**config.mk**
```make
export PLATFORM = sky130hd
export DESIGN_NAME = ifetch_unit_flat
export DESIGN_NICKNAME = d
export VERILOG_FILES = /design/src/rtl/ifetch_unit_if.sv /design/src/rtl/ifetch_unit.sv /design/src/flat_wrapper.sv
export SDC_FILE = /design/constraint.sdc
export NUM_CORES = 1
export LEC_CHECK = 0
export BUFFER_PORTS_ARGS = -buffer_cell sky130_fd_sc_hd__buf_2
export CORE_ASPECT_RATIO = 1.75
export CORE_MARGIN = 4
export CORE_UTILIZATION = 55
export CTS_CLUSTER_SIZE = 10
export DETAILED_ROUTE_END_ITERATION = 16
export PLACE_DENSITY_LB_ADDON = 0.12
export REMOVE_ABC_BUFFERS = 1
export SLEW_MARGIN = 20
export SYNTH_ARGS = -nofsm -noshare
export SYNTH_HDL_FRONTEND = slang
export SYNTH_SLANG_ARGS = --single-unit
export TNS_END_PERCENT = 10
```
**constraint.sdc**
```tcl
create_clock -name clk -period 3.9 [get_ports clk]
set_input_delay 0.39 -clock clk [delete_from_list [all_inputs] [get_ports clk]]
set_output_delay 0.39 -clock clk [all_outputs]
set_load 0.005 [all_outputs]
```
**src/rtl/ifetch_unit_if.sv**
```systemverilog
// Instruction-memory read bus between the fetch unit (master) and instruction memory (slave).
// Handshake: the master raises imem_req with imem_addr and holds both steady until an edge
// samples imem_ack=1. imem_rdata is valid only in that cycle, and ack outside a request is ignored.
interface ifetch_unit_if;
  logic        imem_req;
  logic [31:0] imem_addr;
  logic        imem_ack;
  logic [31:0] imem_rdata;

  modport master (
    output imem_req,
    output imem_addr,
    input  imem_ack,
    input  imem_rdata
  );

  modport slave (
    input  imem_req,
    input  imem_addr,
    output imem_ack,
    output imem_rdata
  );
endinterface

```
**src/rtl/ifetch_unit.sv**
```systemverilog
// Instruction fetch unit: owns the PC and runs a req/ack read, then strobes IR_Write for one cycle.
// Define IFETCH_TIMEOUT_EN to abort a fetch after TIMEOUT_CYCLES WAIT cycles without ack.
module ifetch_unit #(
  parameter logic [31:0] RESET_PC       = 32'h0000_0000,
  parameter int          TIMEOUT_CYCLES = 16
) (
  input  logic               clk,
  input  logic               rst_n,
  input  logic               fetch_start,
  input  logic               pc_load,
  input  logic [31:0]        pc_in,
  ifetch_unit_if.master      imem,
  output logic [31:0]        ins,
  output logic               IR_Write,
  output logic [31:0]        pc_out,
  output logic               busy,
  output logic               fetch_err,
  output logic [1:0]         dbg_state
);

  typedef enum logic [1:0] {
    S_IDLE = 2'd0,
    S_WAIT = 2'd1,
    S_DONE = 2'd2
  } state_t;

  state_t      state;
  logic [31:0] eff_addr;

  if (TIMEOUT_CYCLES < 1 || TIMEOUT_CYCLES > 255) begin : g_bad_timeout
    $error("ifetch_unit: TIMEOUT_CYCLES must be in 1..255");
  end

  // A same-cycle pc_load redirects the fetch itself, not only the PC.
  assign eff_addr  = pc_load ? pc_in : pc_out;
  assign dbg_state = state;

`ifdef IFETCH_TIMEOUT_EN
  localparam logic [7:0] TO_LAST = 8'(TIMEOUT_CYCLES - 1);
  logic [7:0] wait_cnt;
`endif

  always_ff @(posedge clk or negedge rst_n) begin
    if (!rst_n) begin
      state          <= S_IDLE;
      pc_out         <= RESET_PC;
      ins            <= '0;
      imem.imem_addr <= '0;
      imem.imem_req  <= 1'b0;
      IR_Write       <= 1'b0;
      fetch_err      <= 1'b0;
      busy           <= 1'b0;
`ifdef IFETCH_TIMEOUT_EN
      wait_cnt       <= '0;
`endif
    end else begin
      fetch_err <= 1'b0;
      IR_Write  <= 1'b0;
      case (state)
        S_IDLE: begin
          if (fetch_start) begin
            if (eff_addr[1:0] == 2'b00) begin
              imem.imem_addr <= eff_addr;
              imem.imem_req  <= 1'b1;
              pc_out         <= eff_addr;
              busy           <= 1'b1;
              state          <= S_WAIT;
`ifdef IFETCH_TIMEOUT_EN
              wait_cnt       <= '0;
`endif
            end else begin
              fetch_err <= 1'b1;
              if (pc_load) pc_out <= pc_in;
            end
          end else if (pc_load) begin
            pc_out <= pc_in;
          end
        end

        S_WAIT: begin
          if (imem.imem_ack) begin
            ins           <= imem.imem_rdata;
            imem.imem_req <= 1'b0;
            IR_Write      <= 1'b1;
            pc_out        <= pc_out + 32'd4;
            state         <= S_DONE;
`ifdef IFETCH_TIMEOUT_EN
          end else if (wait_cnt == TO_LAST) begin
            // PC stays on the failed address so control can retry it.
            imem.imem_req <= 1'b0;
            fetch_err     <= 1'b1;
            busy          <= 1'b0;
            state         <= S_IDLE;
          end else begin
            wait_cnt <= wait_cnt + 8'd1;
`endif
          end
        end

        S_DONE: begin
          busy  <= 1'b0;
          state <= S_IDLE;
        end

        default: begin
          imem.imem_req <= 1'b0;
          busy          <= 1'b0;
          state         <= S_IDLE;
        end
      endcase
    end
  end

endmodule

```
**src/flat_wrapper.sv**
```systemverilog
// flat-port wrapper written by rule: the top's interface ports become plain ports
module ifetch_unit_flat 
#(
  parameter logic [31:0] RESET_PC       = 32'h0000_0000,
  parameter int          TIMEOUT_CYCLES = 16
)
  (clk, rst_n, fetch_start, pc_load, pc_in, ins, IR_Write, pc_out, busy, fetch_err, dbg_state, imem_imem_req, imem_imem_addr, imem_imem_ack, imem_imem_rdata);
  ifetch_unit_if imem_i ();
  input  logic clk;
  input  logic rst_n;
  input  logic fetch_start;
  input  logic pc_load;
  input  logic [31:0] pc_in;
  output logic [31:0] ins;
  output logic IR_Write;
  output logic [31:0] pc_out;
  output logic busy;
  output logic fetch_err;
  output logic [1:0] dbg_state;
  output wire logic [$bits(imem_i.imem_req)-1:0] imem_imem_req;
  output wire logic [$bits(imem_i.imem_addr)-1:0] imem_imem_addr;
  input wire logic [$bits(imem_i.imem_ack)-1:0] imem_imem_ack;
  input wire logic [$bits(imem_i.imem_rdata)-1:0] imem_imem_rdata;
  assign imem_imem_req = imem_i.imem_req;
  assign imem_imem_addr = imem_i.imem_addr;
  assign imem_i.imem_ack = imem_imem_ack;
  assign imem_i.imem_rdata = imem_imem_rdata;
  ifetch_unit #(.RESET_PC(RESET_PC), .TIMEOUT_CYCLES(TIMEOUT_CYCLES)) u_core (.clk(clk), .rst_n(rst_n), .fetch_start(fetch_start), .pc_load(pc_load), .pc_in(pc_in), .imem(imem_i), .ins(ins), .IR_Write(IR_Write), .pc_out(pc_out), .busy(busy), .fetch_err(fetch_err), .dbg_state(dbg_state));
endmodule
```
==> out/results.ini, run 1 <==
[outcome]
outcome=finished, final reports clean

[cts]
post_cts_buffers=0
cts-root-buf=clkbuf_16
cts-hold-fix-buffers=0
cts-buffers-inserted=9
cts_buffer_depth=2
ctsResizeCount=0
cts_tree=done
htreeDepth=3
insertion_delay_ns=0.35
clk_pin_slew_ns=0.07
cts.sinks=102

[worst_setup_path]
crit_type=flip-flop to flip-flop
cp_num_buf_inv=0
path_max_fanout=24
cp-end-kind=flip-flop
path_delay_family=simple AND/OR/NAND/NOR gates
critPathArrivalTime_ns=2.91
critPathLaunch=u_core.dbg_state[0]
path_cells=nand3b_1, nor3_1, a31oi_1, a211oi_1
cp-start-kind=flip-flop
cp.required_ns=4.16
rr_startpoint=u_core.dbg_state[0]
cp_slowest_cell=dfrtp_1
critPathMaxStageDelay_ns=0.86

[timing]
min_period_ns=2.65
skew_ns=0.00834
setup-violations-final=0
rsz0062_at_grt=false
fmax_mhz=378
fin_crit_sh=0.679
finalSetupTns_ns=0
slew-limit-headroom=0.294
finalMaxSlewViolations=0
worstMarginPinSlew_ns=1.05
holdWs_ns=0.146
hold_violations=0

[detailed_routing]
viasPerCell=5.84
vias=4961
drt_wl_total_um=14600
drc=0
ant_nets=0
wl_per_cell_um=17.2
dr.pass1.iters=5
drtIter0Drc=304

[cells_and_area]
postLayoutCellArea_mm2=0.00631
syn_to_final_growth_pct=23.3
drive_above_1_share=0.286
antennaDiodeCount=0
utilization=0.694
fin_nets=796

[global_routing]
antenna_found_initial=0
grt_pass1_vias=4992
track_usage=0.277
overflow=0
grt_pass1_wl_um=23900
grt_max_degree=70

[place]
dp_hpwl_um=10600
io_buffers=170
dpl_cell_area_mm2=0.00603
gp_congestion=0.901

[run]
cap_violations=0

[synth]
yosysTopAreaCellShare=0.499
syn_area_mm2=0.00512
synth-async-reset-ratio=1.00
synth_area_per_cell_um2=8.87
synthTopCellsByArea=dfrtp_1 (50%), nand2_1 (11%), mux2i_1 (4.9%), o21ai_0 (4.3%), nor2_1 (2.9%)
synth-seq-cells=102
synth_seq_area_share=0.499
synth_cell_type_count=50
ys.flop_type=dfrtp_1
synth_edf_count=0
synthCells=577
synth_top_area_cell=dfrtp_1
ys.warnings.count=0

[floorplanning]
io-pin-count=171
die_area_mm2=0.0110
die_h_um=136
core_mm2=0.00909
die_x_um=80.9
rows=46
initial_core_util=0.563

[power]
p_total_mw=4.32
ir_drop_uv=385
cellLeakagePower_nw=3.15
powerDensity_mw_per_mm2=685

[worst_hold_path]
hold_class=input pin to async pin

-- worst reg2reg max path, stage by stage, from the launching register on --
cell and delay [ns]:
dfrtp_1 0.86, nand3b_1 0.64, nor3_1 0.66, a31oi_1 0.17, a211oi_1 0.23
-- routing by layer --
metal  up-vias  track usage  share of wire
met5         -            0              0
met2       259        0.479           0.52
li1       2341            -              -
met4         0        0.129          0.033
met1      2324        0.319           0.36
met3        37       0.0606          0.084
-- logic make-up after synthesis --
logic type / Yosys count / synth area share
compound gates: 126 / 0.158
fa+ha+maj: 1 / 0.00244
buf+inv: 49 / 0.0379
flops: 102 / 0.499
mux: 33 / 0.0665
simple gates: 266 / 0.237
-- cell usage in the layout (no fill, tap or decap), drive strengths merged, types with 3 or more instances in the layout --
master    n
clkinv    3
o21ai    44
dfrtp   102
o22ai     8
nor4     11
and3      9
mux2      8
clkbuf    9
nor2     39
nand2   148
nand3     4
a211oi    5
a311oi    8
nor3     14
nor3b     3
nand3b    3
a21oi    24
a31oi     6
buf     179
and2      5
nand2b    6
nand4    11
a41o      4
mux2i    25
inv      11
and4      4
-- power breakdown --
part           internal [mW]  total [mW]  switching [mW]
Clock                  0.442       0.855           0.413
Sequential              1.51        1.94           0.425
Combinational          0.707        1.53           0.822
Total                   2.66        4.32            1.66
-- synthesized netlist by cell type, drive strengths merged, types with 3 or more instances --
master,instances
a211oi,5
a21oi,24
a311oi,8
a31oi,6
a41o,4
and2,5
and3,9
and4,4
buf,14
clkbuf,27
dfrtp,102
inv,8
mux2,8
mux2i,25
nand2,148
nand2b,6
nand3,4
nand3b,3
nand4,11
nor2,39
nor3,14
nor3b,3
nor4,11
o21ai,44
o22ai,8
-- flip-flops by register name, indices dropped and copies added, names as in the netlist --
signal                 flops
u_core.ins                32
u_core.imem.imem_addr     32
u_core.imem.imem_req       1
u_core.fetch_err           1
u_core.dbg_state           2
u_core.pc_out             32
u_core.busy                1
u_core.IR_Write            1
-- worst paths after layout --
kind | depth (start not counted) | slack, ns | to
worst max-delay path | 4 | 1.25 | u_core.pc_out[19]
worst min-delay path | 1 | 0.15 | u_core.pc_out[0]
worst max register to register | 4 | 1.25 | u_core.pc_out[19]
worst min register to register | 2 | 0.47 | u_core.ins[5]
max in group asynchronous | 2 | 2.80 | u_core.ins[1]
min in group clk | 3 | 0.23 | u_core.ins[22]
-- per-stage QoR --
| stage | setup slack (ns) | std cells |
|---|---|---|
| after floorplan | 0.820 | 536 |
| after global placement | 1.43 | 835 |
| after detailed placement | 1.36 | 835 |
| after CTS | 1.34 | 850 |
| after global routing | 1.14 | 850 |
| final | 1.25 | 850 |
-- cell type report --
cell class	count	area [um^2]
timing repair buffer	179	921
inverter	8	30.0
tap	120	150
fill	765	2780
clock buffer	9	225
clock inverter	6	55.1
multi-input combinational	426	2380
sequential	102	2550
(Power assumes the default switching activity.)
==> run 2, diff against run 1 <==
- ABC_AREA: unset -> 1
- CORE_UTILIZATION: 55 -> 52
- clock period: 3.9 -> 2.7 ns (I/O delays scaled with it)
==> run 2 against run 1 <==
- sequential share of layout area fell by 1.7 points
- non-clock buffer count shrank 1
- cell area is 4.3% higher
- die area is 11% higher
- clock skew shrank 0.0011 ns
- total power up 59%
- worst hold slack got worse by 0.026 ns
- synthesized cell count increased by 27%
- critical path depth increased by 3
- wire length up 2.7%
- setup slack lost 0.40 ns
- synthesized area up 5.5%
- highest routed layer unchanged
==> out/results.ini, run 2 <==
[outcome]
outcome=finished, final reports clean

[synth]
synth_top_area_cell=dfrtp_1
yosysTopAreaCellShare=0.473  ; -0.0258
synth-async-reset-ratio=1.00  ; unchanged
synth_area_per_cell_um2=7.37  ; -17%
yosys-top-cells-count=nand2_1 (338), dfrtp_1 (102), o21ai_0 (50), inv_1 (46)
synth-seq-cells=102  ; unchanged
synth_seq_area_share=0.473  ; -0.0258
synthTopCellsByArea=dfrtp_1 (47%), nand2_1 (24%), o21ai_0 (4.6%), nand3_1 (3.3%), inv_1 (3.2%)
yosysMostFrequentCell=nand2_1
synth_edf_count=0  ; unchanged
synth_cell_type_count=32  ; -36%
syn_area_mm2=0.00540  ; +5.5%
ys.flop_type=dfrtp_1
synthCells=732  ; +27%
ys.warnings.count=0  ; unchanged

[cts]
insertion_delay_ns=0.34  ; about the same
htreeDepth=3  ; unchanged
clk_pin_slew_ns=0.07  ; about the same
cts.sinks=102  ; unchanged
cts_buffer_depth=2  ; unchanged
cts-buffers-inserted=9  ; unchanged
cts-root-buf=clkbuf_16
cts_tree=done

[worst_setup_path]
path_max_fanout=34  ; +42%
cp_common_cell=inv_2
critPathArrivalTime_ns=2.13  ; -0.78 ns
cp_num_buf_inv=3  ; +3
rr_worst_depth=7  ; +3
cp_slowest_cell=dfrtp_1
path_delay_family=simple AND/OR/NAND/NOR gates
cp.required_ns=2.98  ; -1.18 ns
cp-end-kind=flip-flop
path_cells=nor2_1, inv_2, nand2_4, inv_2, a21oi_1, o21ai_1, inv_1
crit_type=flip-flop to flip-flop
critPathMaxStageDelay_ns=0.45  ; -0.41 ns
cp-start-kind=flip-flop
cp_num_cells=7  ; +3

[timing]
finalMaxSlewViolations=0  ; unchanged
fmax_mhz=542  ; +43%
fin_crit_sh=0.684  ; +0.00485
skew_ns=0.00724  ; -0.00110 ns
setup-violations-final=0  ; unchanged
finalSetupTns_ns=0  ; unchanged
worstMarginPinSlew_ns=0.504  ; -0.551 ns
rsz0062_at_grt=false
slew-limit-headroom=0.664  ; +0.370
hold_violations=0  ; unchanged
min_period_ns=1.85  ; -0.802 ns

[cells_and_area]
top_regs=u_core.imem.imem_addr (32), u_core.ins (32), u_core.pc_out (32)
antennaDiodeCount=0  ; unchanged
final_common_cell=nand2_1
drive_above_1_share=0.270  ; -0.0159
fin_nets=961  ; +21%
final_cells=1022  ; +20%
syn_to_final_growth_pct=21.9
final_cell_mix=nand2_1 (338), buf_2 (169), dfrtp_1 (102)

[global_routing]
grt_pass1_wl_um=24200  ; +1.4%
grt_max_degree=44  ; -37%
antenna_found_initial=0  ; unchanged
grt_pass1_vias=5220  ; +4.6%
overflow=0  ; unchanged
track_usage=0.249  ; -0.0284

[floorplanning]
die_area_mm2=0.0121  ; +11%
die_h_um=143  ; +5.3%
die_x_um=85.0  ; +5.1%
rows=49  ; +6.5%
initial_core_util=0.527  ; -0.0357
core_mm2=0.0102  ; +13%
io-pin-count=171  ; unchanged

[detailed_routing]
viasPerCell=5.14  ; -12%
drt_wl_total_um=15000  ; +2.7%
wl_per_cell_um=14.7  ; -15%
drtIter0Drc=309  ; +1.6%
dr.pass1.iters=5  ; unchanged
vias=5254  ; +5.9%
ant_nets=0  ; unchanged
drc=0  ; unchanged

[place]
gp_congestion=0.905  ; +0.42%
io_buffers=170  ; unchanged
place_inst=1006  ; +20%
dp_hpwl_um=11100  ; +4.3%

[run]
cap_violations=0  ; unchanged

[worst_hold_path]
hold_depth=3
hold_class=input pin to flip-flop

[power]
cellLeakagePower_nw=3.63  ; +15%
ir_drop_uv=596  ; +55%
powerDensity_mw_per_mm2=1050  ; +53%

-- run 2: changes by cell type after synthesis, moves of 9 or more --
cell / change
and3_1: -9
mux2i_1: -25
clkbuf_1: -24
inv_1: +38
nor3_1: -12
o21ai_1: +15
o21ai_2: +15
nand2_1: +190
nor4_1: -11
inv_2: +12
nand3_1: +32
a21oi_1: -11
-- run 2: power breakdown --
group	total (mW)	switching [mW]	internal (mW)
registers	2.88	0.634	2.24
clock network	1.31	0.574	0.741
logic	2.70	1.58	1.12
-- run 2: layout make-up --
cell class | instances | area [um^2]
timing repair buffer | 178 | 928
tap | 127 | 159
clock buffer | 10 | 239
clock inverter | 5 | 60.1
fill | 925 | 3660
sequential | 102 | 2550
inverter | 59 | 224
multi-input combinational | 541 | 2420
-- run 2: kinds of logic (layout without fill, tap and decap cells) --
family | Yosys count | in the layout | synth area share
simple gates | 437 | 437 | 0.335
flops | 102 | 102 | 0.473
buf+inv | 89 | 252 | 0.0793
fa+ha+maj | 1 | 1 | 0.00232
compound gates | 103 | 103 | 0.111
-- run 2: what timing repair did --
item	CTS	global route
hold buffers	1	0
resized for setup	0	0
hold endpoints to repair	34	0
setup buffers	0	0
-- run 2: worst reg2reg max path, cell delays in order (launching register included) --
cell and delay (ns):
dfrtp_1 0.45, nor2_1 0.26, inv_2 0.20, nand2_4 0.34, inv_2 0.24, a21oi_1 0.17
o21ai_1 0.07, inv_1 0.05
-- run 2: final timing paths --
kind | from | end | slack, ns
setup / recovery | u_core.dbg_state[0] | u_core.pc_out[8] | 0.85
hold / removal | imem_imem_rdata[22] | u_core.ins[22] | 0.12
setup reg to reg | u_core.dbg_state[0] | u_core.pc_out[8] | 0.85
hold reg to reg | u_core.imem.imem_addr[0] | u_core.imem.imem_addr[0] | 0.46
max in group asynchronous | rst_n | u_core.ins[5] | 1.54
min in group asynchronous | rst_n | u_core.imem.imem_addr[28] | 0.43
-- run 2: per-layer routing --
metal / vias to the layer above / global-route usage / part of all wire
met2: 186 / 0.453 / 0.52
met1: 2421 / 0.272 / 0.37
met3: 29 / 0.0635 / 0.074
li1: 2618 / - / -
met5: - / 0 / 0
met4: 0 / 0.0976 / 0.027
-- run 2: per-stage QoR --
| step | power [mW] | instance area, um^2 | util | hold slack (ns) | setup slack, ns |
|---|---|---|---|---|---|
| finish | 6.89 | 6580 | 0.643 | 0.120 | 0.854 |
| global route | 7.43 | 6580 | 0.643 | 0.116 | 0.748 |
| CTS | 6.94 | 6580 | 0.643 | 0.114 | 0.861 |
| detailed placement | 5.60 | 6270 | 0.612 | 0.269 | 0.886 |
| global placement | 5.52 | 6270 | 0.612 | 0.268 | 0.929 |
| floorplan | 4.28 | 5190 | - | -0.0256 | 0.755 |
